`config.mk`:
```
export PLATFORM = sky130hd
export DESIGN_NAME = apb_master_arbiter
export DESIGN_NICKNAME = d
export VERILOG_FILES = /design/src/rtl/apb_master_arbiter.sv
export SDC_FILE = /design/constraint.sdc
export NUM_CORES = 1
export LEC_CHECK = 0
export ABC_AREA = 1
export BUFFER_PORTS_ARGS = -buffer_cell sky130_fd_sc_hd__buf_2
export CELL_PAD_IN_SITES_DETAIL_PLACEMENT = 1
export CELL_PAD_IN_SITES_GLOBAL_PLACEMENT = 1
export CORE_UTILIZATION = 32
export DETAILED_ROUTE_END_ITERATION = 10
export GPL_TIMING_DRIVEN = 1
export PLACE_DENSITY = 0.8
export SETUP_SLACK_MARGIN = 0.2
export SLEW_MARGIN = 20
export SYNTH_ARGS = -nofsm -noshare
export SYNTH_HDL_FRONTEND = slang
export SYNTH_SLANG_ARGS = --single-unit
```
`constraint.sdc`:
```
create_clock -name hclk -period 4.51 [get_ports hclk]
set_input_delay 0.6765 -clock hclk [delete_from_list [all_inputs] [get_ports hclk]]
set_output_delay 0.6765 -clock hclk [all_outputs]
set_load 0.02 [all_outputs]
```
`src/rtl/apb_master_arbiter.sv`:
```
// apb_master_arbiter: two-requester round-robin APB master front-end.
// Requester 0 is the bridge read/write path and requester 1 is the config/DMA agent.
// The FSM runs IDLE -> SETUP -> ACCESS and honours PREADY wait states.
// Each requester gets a one-cycle done pulse that carries err and rdata.
// Optional feature: define APB_ARB_TIMEOUT_EN to end an ACCESS phase after
// TIMEOUT cycles without pready. That completion reports err=1 and rdata=0.
module apb_master_arbiter #(
  parameter int AW      = 32,
  parameter int DW      = 32,
  parameter int NSEL    = 3,
  parameter int TIMEOUT = 16
) (
  input  logic            hclk,
  input  logic            hreset,
  input  logic            req0,
  input  logic            req1,
  input  logic            wr0,
  input  logic            wr1,
  input  logic [AW-1:0]   addr0,
  input  logic [AW-1:0]   addr1,
  input  logic [DW-1:0]   wdata0,
  input  logic [DW-1:0]   wdata1,
  input  logic [NSEL-1:0] sel0,
  input  logic [NSEL-1:0] sel1,
  output logic            done0,
  output logic            done1,
  output logic            err,
  output logic [DW-1:0]   rdata,
  output logic [NSEL-1:0] psel,
  output logic            penable,
  output logic            pwrite,
  output logic [AW-1:0]   paddr,
  output logic [DW-1:0]   pwdata,
  input  logic            pready,
  input  logic            pslverr,
  input  logic [DW-1:0]   prdata
);

  typedef enum logic [1:0] {
    IDLE   = 2'd0,
    SETUP  = 2'd1,
    ACCESS = 2'd2
  } state_t;

  state_t          state_q, state_d;
  logic            last_q, last_d;     // 1 = requester 1 was granted most recently
  logic            cur_q, cur_d;       // requester owning the current transfer
  logic [NSEL-1:0] psel_q, psel_d;
  logic            penable_q, penable_d;
  logic            pwrite_q, pwrite_d;
  logic [AW-1:0]   paddr_q, paddr_d;
  logic [DW-1:0]   pwdata_q, pwdata_d;
  logic [DW-1:0]   rdata_q, rdata_d;
  logic            err_q, err_d;
  logic            done0_q, done0_d;
  logic            done1_q, done1_d;

  logic            elig0, elig1;
  logic            gnt, gnt_id, fin;

`ifdef APB_ARB_TIMEOUT_EN
  localparam int CW = (TIMEOUT > 1) ? $clog2(TIMEOUT) : 1;
  logic [CW-1:0]   cnt_q, cnt_d;
`else
  logic            unused_timeout;
  assign unused_timeout = (TIMEOUT != 0);
`endif

  // Next-state logic: arbitration, APB phase sequencing and completion reporting
  always_comb begin
    state_d   = state_q;
    last_d    = last_q;
    cur_d     = cur_q;
    psel_d    = psel_q;
    penable_d = penable_q;
    pwrite_d  = pwrite_q;
    paddr_d   = paddr_q;
    pwdata_d  = pwdata_q;
    rdata_d   = rdata_q;
    err_d     = err_q;
    done0_d   = 1'b0;
    done1_d   = 1'b0;
    gnt       = 1'b0;
    gnt_id    = 1'b0;
    fin       = 1'b0;
`ifdef APB_ARB_TIMEOUT_EN
    cnt_d     = cnt_q;
`endif
    // A requester whose done is high still shows its old req, so mask it.
    elig0 = req0 & ~done0_q;
    elig1 = req1 & ~done1_q;

    unique case (state_q)
      IDLE: begin
        if (elig0 | elig1) begin
          gnt    = 1'b1;
          gnt_id = (elig0 & elig1) ? ~last_q : elig1;
        end
      end
      SETUP: begin
        if (psel_q == '0) begin
          // No slave is selected, so skip the bus and report an error.
          fin     = 1'b1;
          err_d   = 1'b1;
          state_d = IDLE;
        end else begin
          penable_d = 1'b1;
          state_d   = ACCESS;
`ifdef APB_ARB_TIMEOUT_EN
          cnt_d     = '0;
`endif
        end
      end
      ACCESS: begin
        if (pready) begin
          fin   = 1'b1;
          err_d = pslverr;
          if (!pwrite_q) rdata_d = prdata;
        end
`ifdef APB_ARB_TIMEOUT_EN
        else if (cnt_q == CW'(TIMEOUT - 1)) begin
          fin     = 1'b1;
          err_d   = 1'b1;
          rdata_d = '0;
        end else begin
          cnt_d = cnt_q + 1'b1;
        end
`endif
        if (fin) begin
          // Only the other requester can be granted on a completion edge.
          if (cur_q ? elig0 : elig1) begin
            gnt    = 1'b1;
            gnt_id = ~cur_q;
          end else begin
            state_d   = IDLE;
            psel_d    = '0;
            penable_d = 1'b0;
          end
        end
      end
      default: state_d = IDLE;
    endcase

    if (fin) begin
      done0_d = ~cur_q;
      done1_d = cur_q;
    end

    if (gnt) begin
      state_d   = SETUP;
      cur_d     = gnt_id;
      last_d    = gnt_id;
      penable_d = 1'b0;
      psel_d    = gnt_id ? sel1   : sel0;
      paddr_d   = gnt_id ? addr1  : addr0;
      pwdata_d  = gnt_id ? wdata1 : wdata0;
      pwrite_d  = gnt_id ? wr1    : wr0;
    end
  end

  // State and registered outputs; reset drops the APB bus immediately
  always_ff @(posedge hclk or posedge hreset) begin
    if (hreset) begin
      state_q   <= IDLE;
      last_q    <= 1'b1;
      cur_q     <= 1'b0;
      psel_q    <= '0;
      penable_q <= 1'b0;
      pwrite_q  <= 1'b0;
      paddr_q   <= '0;
      pwdata_q  <= '0;
      rdata_q   <= '0;
      err_q     <= 1'b0;
      done0_q   <= 1'b0;
      done1_q   <= 1'b0;
`ifdef APB_ARB_TIMEOUT_EN
      cnt_q     <= '0;
`endif
    end else begin
      state_q   <= state_d;
      last_q    <= last_d;
      cur_q     <= cur_d;
      psel_q    <= psel_d;
      penable_q <= penable_d;
      pwrite_q  <= pwrite_d;
      paddr_q   <= paddr_d;
      pwdata_q  <= pwdata_d;
      rdata_q   <= rdata_d;
      err_q     <= err_d;
      done0_q   <= done0_d;
      done1_q   <= done1_d;
`ifdef APB_ARB_TIMEOUT_EN
      cnt_q     <= cnt_d;
`endif
    end
  end

  assign psel    = psel_q;
  assign penable = penable_q;
  assign pwrite  = pwrite_q;
  assign paddr   = paddr_q;
  assign pwdata  = pwdata_q;
  assign rdata   = rdata_q;
  assign err     = err_q;
  assign done0   = done0_q;
  assign done1   = done1_q;

endmodule

```
==> results.cfg <==
[worst_setup_path]
r2r-start = state_q[0]
ff2ff_path_depth = 10
reg2reg_slack_ns = 1.90
crit_type = reg2reg
cp-start-kind = flip-flop
rr_endpoint = pwdata[25]
cp-endpoint = pwdata[25]
critPathCaptureType = flip-flop
cp_max_fo = 39
required_ns = 4.74
cp_data_arrival_time_ns = 2.84
startpoint = state_q[0]

[placed_design]
placed_cells = 1119
place_ws_ns = 1.90
post-dp-hpwl_um = 12700
place.port_buffers = 277
place_area_mm2 = 0.00698
place.gp.congestion = 0.789

[layout]
nets = 1087
fin_area_mm2 = 0.00727
final_common_cell = buf_2
postLayoutCoreUtil_pct = 43.7
instances_no_fill = 1137
final_cell_mix = 277 x buf_2, 215 x nand2_1, 107 x dfrtp_1
syn_to_final_growth_pct = 32.5
layout-drive-gt1-share_pct = 37.4

[grt]
grt_pass1_wl_um = 28500
grt-ovfl-total = 0
first_global_vias = 5557
antenna_found_initial = 2
grtUsageTotal_pct = 20.5
grt_max_degree = 79

[floorplan]
ios = 278
core_mm2 = 0.0166
initial_core_util_pct = 33.0
die_area_mm2 = 0.0177
die_w_um = 133
die_h_um = 133
fp-row-count = 47

[synth]
synth_fa_ha_area_share_pct = 0.684
yosys.area_share.simple_pct = 31.6
synth_nets = 831
synth-seq-area-share_pct = 49.2
synthesis.area_mm2 = 0.00549
synth_largest_area_cell = dfrtp_1
netlist.area_leader.share_pct = 48.8
ys_ff_latch = 108
avgSynthCellArea_um2 = 8.40
synth.area.top_cells = dfrtp_1 49%, nand2_1 15%, nand3b_1 8.7%
yosysWarnings = 0
yosysUniqueCellTypes = 23
synth-xor-area-share_pct = 0
synth_top_family_by_area = simple AND/OR/NAND/NOR gates
synth_compound_area_share_pct = 1.41
muxShareOfSynthArea_pct = 6.56
syn_inst = 654

[worst_hold_path]
min_path_type = reg2reg
min_from = cur_q

[cts]
clock_latency_ns = 0.35
cts_max_path_buffers = 2
ctsHtreeMaxLevel = 3
postCtsSetupRepairBufs = 0
numCtsBuffers = 9
cts_resized = 0
clock-sinks = 108
postCtsHoldBufs = 0
clk_pin_slew_ns = 0.08
cts_tree = built
clock-root-buffer = clkbuf_16

[power]
internal_power_mw = 2.70
switching_share_pct = 46.7
power_mw = 5.06
leakagePower_nw = 4.17
p_comb_share_pct = 51.0
seqPwrFrac_pct = 33.7
peakVddDrop_uv = 301
power.switching_mw = 2.36
powerDensity_mw_per_mm2 = 696
clkPwrFrac_pct = 15.3

[timing]
max_freq_mhz = 384
layout_min_cycle_time_ns = 2.61
rsz0062_at_grt = false
final_max_slew_viol_count = 0
slew_headroom_pct = 35.4
final.setup.worst_slack_ns = 1.90
fin_tns_setup_ns = 0
fin_crit_sh_pct = 57.8
fin_worst_skew_ns = 0.0106
holdWs_ns = 0.472
hold_viol_final = 0
worst_pin_slew_ns = 0.968
setup_viol = 0

[route]
drt-total-wl_um = 17900
drt_iter0_drc = 189
drtAntennaViolNets = 0
avgRoutedWirePerCell_um = 15.8
drtPass1Iterations = 4
num_vias = 5329
avgViaCountPerCell = 4.69
drc = 0

[status]
outcome = finished clean

[job]
maxCapViolCount = 0
==> synth_stat cells <==
cell type / count
o21ai_1: 8
a21oi_1: 2
buf_6: 4
clkinv_1: 1
mux2_2: 32
dfrtp_1: 107
nor2_1: 5
nor2_2: 1
dfstp_2: 1
nor3_1: 1
nand2_2: 1
clkbuf_1: 10
inv_2: 3
o21ai_0: 3
o211ai_2: 1
nand3_4: 1
nand2_1: 216
nand3b_1: 64
ha_1: 3
buf_4: 11
inv_1: 87
buf_2: 14
nand3_1: 78
==> worst max-delay path: stages, from the launching register on <==
cell	delay, ns
dfrtp_1	0.42
inv_1	0.12
ha_1	0.26
nand2_1	0.17
inv_2	0.13
nand3_4	0.08
nand2_2	0.48
buf_4	0.51
nand2_1	0.14
nand3_1	0.10
nand2_1	0.07
==> registers in the layout, summed over array words and instances, names as in the netlist <==
name,cells
penable,1
done1,1
paddr,32
err,1
last_q,1
rdata,32
state_q,2
cur_q,1
done0,1
pwrite,1
psel,3
pwdata,32
==> metal layers <==
metal | GRT usage (%) | share of wire, %
met5 | 0 | 0
met4 | 9.96 | 3.3
met3 | 3.07 | 4.0
met2 | 35.9 | 51
met1 | 24.6 | 42
==> cells by family (layout without fill, tap and decap cells) <==
group,count (synthesis),count (layout)
other,0,2
flip-flops,108,108
buffers and inverters,130,391
AND/OR/NAND/NOR,367,367
AO/OA/AOI/OAI,14,14
multiplexers,32,32
adder cells (fa/ha/maj),3,3
==> how the worst min path moves through the flow <==
stage	endpoint	slack [ns]	cells after the start
after CTS	done0	0.47	1
after floorplan	done0	0.43	1
final	done0	0.47	1
after global routing	pwdata[4]	0.49	2
after detailed placement	done0	0.45	1
after global placement	pwdata[29]	0.46	2
==> power by group through the flow <==
stage	Sequential (mW)	Combinational [mW]	Clock, mW
final	1.70	2.58	0.776
after global routing	1.77	2.84	0.832
after CTS	1.71	2.63	0.798
after detailed placement	1.72	2.62	0
after global placement	1.69	2.55	0
after floorplan	2.26	1.18	0
==> layout make-up <==
cell class	count	area, µm²
Antenna cell	2	5.00
Clock buffer	9	225
Clock inverter	7	60.1
Fill cell	2145	9370
Inverter	91	344
Multi-Input combinational cell	416	2220
Sequential cell	108	2700
Tap cell	220	275
Timing Repair Buffer	284	1440
No activity file was read; power rests on OpenSTA's default activity.
